## src/rtl/reg_file_16x32.sv

```systemverilog
`timescale 1ns/1ps
// reg_file_16x32: 16-entry general-purpose register file with two combinational
// read ports (rs/rt), one synchronous write port and a saturating write counter.
// The write index is decoded to a one-hot enable vector through two 2-to-4
// stages. Optional hardwired-zero r0 and same-cycle write-to-read forwarding.
module reg_file_16x32 #(
  parameter int                DATA_W  = 32,
  parameter int                ZERO_R0 = 1,
  parameter int                BYPASS  = 1,
  parameter logic [DATA_W-1:0] SP_INIT = {DATA_W{1'b0}}
) (
  input  logic              clk,
  input  logic              rst,
  input  logic              wr_en,
  input  logic [3:0]        wr_addr,
  input  logic [DATA_W-1:0] wr_data,
  input  logic [3:0]        rs_addr,
  input  logic [3:0]        rt_addr,
  output logic [DATA_W-1:0] rs_data,
  output logic [DATA_W-1:0] rt_data,
  output logic [15:0]       wr_sel,
  output logic [15:0]       wr_cnt
);

  localparam logic [15:0] CNT_MAX = 16'hFFFF;

  logic [DATA_W-1:0] regs [16];
  logic [3:0]        dec_hi;
  logic [3:0]        dec_lo;
  logic              fwd_ok;

  // Two-level write decode: upper index bits pick a bank of four (gated by
  // wr_en), lower bits pick the register within the bank.
  always_comb begin
    // NOTE: every output of a combinational block gets a default before any
    // conditional or indexed assignment, so no path leaves a value held (latch).
    dec_hi = 4'b0000;
    dec_lo = 4'b0000;
    wr_sel = 16'h0000;
    dec_hi[wr_addr[3:2]] = wr_en;
    dec_lo[wr_addr[1:0]] = 1'b1;
    for (int i = 0; i < 4; i++) begin
      for (int j = 0; j < 4; j++) begin
        wr_sel[4*i + j] = dec_hi[i] & dec_lo[j];
      end
    end
  end

  // Register storage: asynchronous reset to 0 (r15 to SP_INIT), then one
  // register loads wr_data per enabled edge; r0 is read-only when hardwired.
  always_ff @(posedge clk or posedge rst) begin
    if (rst) begin
      // NOTE: this array is deliberately reset (a RAM macro would not be); the
      // reset contents, including the stack-pointer value in r15, are
      // architecturally visible.
      for (int k = 0; k < 16; k++) begin
        regs[k] <= (k == 15) ? SP_INIT : {DATA_W{1'b0}};
      end
    end else begin
      for (int k = 0; k < 16; k++) begin
        if (wr_sel[k] && !((ZERO_R0 != 0) && (k == 0))) begin
          // NOTE: state is updated with non-blocking assignments so every
          // flop samples pre-edge values regardless of statement order.
          regs[k] <= wr_data;
        end
      end
    end
  end

  // Debug counter of accepted write requests; sticks at all-ones.
  always_ff @(posedge clk or posedge rst) begin
    if (rst) begin
      wr_cnt <= 16'h0000;
    end else if (wr_en && (wr_cnt != CNT_MAX)) begin
      wr_cnt <= wr_cnt + 16'd1;
    end
  end

  // Read ports: hardwired zero beats forwarding, forwarding beats storage.
  always_comb begin
    fwd_ok  = (BYPASS != 0) && wr_en && !rst;
    rs_data = regs[rs_addr];
    rt_data = regs[rt_addr];
    if (fwd_ok && (rs_addr == wr_addr)) rs_data = wr_data;
    if (fwd_ok && (rt_addr == wr_addr)) rt_data = wr_data;
    if ((ZERO_R0 != 0) && (rs_addr == 4'd0)) rs_data = {DATA_W{1'b0}};
    if ((ZERO_R0 != 0) && (rt_addr == 4'd0)) rt_data = {DATA_W{1'b0}};
  end

endmodule

```

## config.mk

```make
export PLATFORM = sky130hd
export DESIGN_NAME = reg_file_16x32
export DESIGN_NICKNAME = d
export VERILOG_FILES = /design/src/rtl/reg_file_16x32.sv
export SDC_FILE = /design/constraint.sdc
export NUM_CORES = 1
export LEC_CHECK = 0
export ABC_AREA = 1
export CAP_MARGIN = 20
export CORE_MARGIN = 5
export CORE_UTILIZATION = 50
export CTS_CLUSTER_DIAMETER = 150
export CTS_CLUSTER_SIZE = 12
export DETAILED_ROUTE_END_ITERATION = 8
export GPL_TIMING_DRIVEN = 1
export PLACE_DENSITY = 0.72
export SLEW_MARGIN = 40
export SYNTH_ARGS = -nofsm -noshare
export SYNTH_HDL_FRONTEND = slang
export SYNTH_SLANG_ARGS = --single-unit
```

## constraint.sdc

```tcl
create_clock -name clk -period 19.1 [get_ports clk]
set_input_delay 3.82 -clock clk [delete_from_list [all_inputs] [get_ports clk]]
set_output_delay 3.82 -clock clk [all_outputs]
set_load 0.005 [all_outputs]
```

==> summary.md <==
| Metric | Value |
|---|---|
| # resized after CTS | 0 |
| Worst VDD drop | approximately 90 uV |
| Port Buffers | 142 |
| Largest family of logic cells by synthesized area | simple AND/OR/NAND/NOR gates |
| Routed Antenna Nets | 0 |
| GP Congestion | 0.839 |
| Comb power frac | 0.258 |
| Final setup viols | 0 |
| Worst Setup End Kind | output pin |
| Crit path max fanout | 88 |
| Die width | 252 um |
| Lkg Pwr | 16.1 nW |
| GRT Total Usage | 0.320 |
| Fmax achieved | 91.0 MHz |
| Total die area | 63300 sq um |
| Setup repair bufs after CTS | 0 |
| Switching power | 1.05 mW |
| Worst Path Required | 15.28 ns |
| Vias in the first global route | 28103 |
| Cell Int Power | 2.03 mW |
| Max-cap violations | 0 |
| Area Overhead vs Synth | 9.71% |
| Fin nets | 4456 |
| Reg-to-Reg Start | wr_cnt[0] |
| Critical path launch point type | primary input |
| Worst stage delay on the critical path | 0.62 ns |
| CP Class | in2out |
| Most common cell after layout, fill and taps aside | nand2_1 |
| Multiplexer area fraction after synthesis | 0 |
| Reg power frac | 0.462 |
| Syn. warnings | 32 |
| Register area | about 12000 sq um |
| Drt pass-1 iters | 6 |
| R2R depth | 9 |
| Routed len/inst | ~20 um |
| Switching fraction of total power | 0.341 |
| Post-synthesis cell type count | 25 |
| CTS root buf | clkbuf_16 |
| Seq cells post-synth | 496 |
| CTS H-tree lvls | 2 |
| Commonest non-fill, non-tap cells in the layout | nand2_1, dfrtp_1, o21ai_0 |
| TritonCTS buffer count | 47 |
| Critical Path End | rs_data[18] |
| Area fraction in compound gates after synthesis | 0.116 |
| DP HPWL | 56500 um |
| Syn Std Cell Area | approximately 30000 sq um |
| Via density per instance | 5.71 |
| Hold slack | 0.482 ns |
| Slew margin rel. | 0.405 |
| Setup TNS | 0 ns |
| Tcrit/Tclk final | 0.575 |
| Overflow after GRT | 0 |
| RSZ-0062 raised after global routing | no |
| CTS tree | done |
| Slowest CP cell | nor2_4 |
| Hold Vio Cnt, Final | 0 |
| Syn Nets | around 4500 |
| Clock power share | 0.280 |
| DP Area | just over 30000 sq um |
| Fin crit period | 10.99 ns |
| Total core area | about 58000 sq um |
| Syn Area/Cell | 6.53 sq um |
| CP Cell Sequence | clkbuf_8 > inv_6 > nor2_4 > buf_4 > nand2_1 > nand3_1 > nor2_1 > nor2_1 > nor2_1 > nor2_1 > clkdlybuf4s50_1 |
| Starting density of the core | 0.506 |
| R2r setup slk | 16.96 ns |
| Initial antenna violation count | 0 |
| Status | completed |
| Floorplan row count | 88 |
| WL final | 104000 um |
| IO Pins | 143 |
| P per Cell Area | 96.1 nW/um^2 |
| Worst setup path start | rs_addr[0] |
| Actual slew at the worst max-slew pin | 0.893 ns |
| Vias | 29527 |
| Clk sinks | 496 |
| Clock buffer depth | 3 |
| Pins over their slew limit | 0 |
| Clock Skew | 0.0125 ns |
| # hold bufs at CTS | 0 |
| Post-Synth Simple-Gate Area | 0.363 |
| Post-Syn Instances | 4470 |
| Most used cell, CP | nor2_1 |
| Post-Synth XOR/XNOR Area | 0.00450 |
| FILL cells | 5691 |
| Type of the tightest min-delay check | reg2reg |
| Reg2reg end | wr_cnt[6] |
| DRC violations left | 0 |
| Ant. Diodes | 0 |
| Multi-input gate area | 14200 sq um |
| Clk_lat worst skew | 0.60 ns |
| Die height | 252 um |
| Reg clk slew, reported paths | roughly 0.060 ns |
| Post-Synth Adder-Cell Area | 0.000429 |
| Data arrival time of the worst path | 7.17 ns |
| Largest net degree at the start of global routing | ~130 |
| DRT iter0 DRCs | 3769 |
| Register area share after synthesis | 0.426 |
| Share of post-route cells with drive strength above 1 | 0.0367 |
| Final Util | 0.555 |
| Design area | 32000 sq um |
| Global-route wire length before repair | 162000 um |
synthesized netlist by cell type:
master / number / area, sq um
nand2_1: 1899 / 7130
xnor2_1: 11 / 96.3
inv_2: 11 / 41.3
nor3_2: 2 / 20.0
nand3_1: 393 / 1970
buf_1: 16 / 60.1
nor4_2: 1 / 12.5
nand3b_1: 1 / 7.51
o21ai_1: 146 / 731
clkbuf_1: 71 / 267
dfrtp_1: 496 / 12400
xor2_1: 4 / 35.0
a21oi_1: 135 / 676
nand2_2: 1 / 6.26
buf_6: 1 / 11.3
inv_4: 1 / 6.26
o21ai_0: 394 / 1970
buf_4: 25 / 188
nor2_1: 363 / 1360
nand3_2: 2 / 20.0
inv_1: 291 / 1090
ha_1: 1 / 12.5
nor2_2: 5 / 31.3
buf_2: 198 / 991
nor2_4: 2 / 22.5
how the worst min path moves through the flow:
stage	cells after the start	from	end
floorplan	2	regs[256]	regs[256]
global placement	2	regs[299]	regs[299]
detailed placement	2	regs[277]	regs[277]
CTS	2	regs[277]	regs[277]
global route	2	regs[274]	regs[274]
finish	2	regs[292]	regs[292]
area by class of cell:
| cell class | count | area share |
|---|---|---|
| tap | 765 | 0.0299 |
| multi-input combinational | 3360 | 0.445 |
| timing repair buffer | 200 | 0.0622 |
| sequential | 496 | 0.388 |
| clock buffer | 49 | 0.0383 |
| inverter | 303 | 0.0364 |
| clock inverter | 1 | 0.000274 |
layer usage:
layer | share of wire | routed length, um | track usage
met3 | 0.11 | 11500 | 0.0685
met5 | 0 | 0 | 0
met4 | 0.047 | 4890 | 0.134
met1 | 0.40 | 41000 | 0.426
met2 | 0.45 | 46300 | 0.513
metrics by stage:
stage	worst slack [ns]	power (mW)	cells
detailed placement	8.22	2.21	5123
global placement	7.86	2.19	5118
global route	8.00	3.26	5174
finish	8.11	3.08	5174
floorplan	1.43	1.95	4470
CTS	8.21	3.07	5173
state kept, by name (all words and copies together) (netlist names):
| name | cells |
|---|---|
| regs | 480 |
| wr_cnt | 16 |
power by group through the flow:
stage                     clock (mW)  sequential (mW)  combinational (mW)
after global placement             0             1.43               0.763
after CTS                      0.868             1.42               0.785
after detailed placement           0             1.43               0.781
after global routing           0.907             1.45               0.906
final                          0.862             1.42               0.794
after floorplan                    0             1.40               0.551
kinds of logic after synthesis:
logic type | after synthesis
simple gates | 2669
compound gates | 675
buf+inv | 614
flops | 496
xor+xnor | 15
fa+ha+maj | 1
worst max-delay path, delay by kind of cell:
family	cells	cell delay (ns)
and+or+nand+nor	7	1.17
buffers and inverters	4	2.04
No activity file was read; power rests on OpenSTA's default activity.
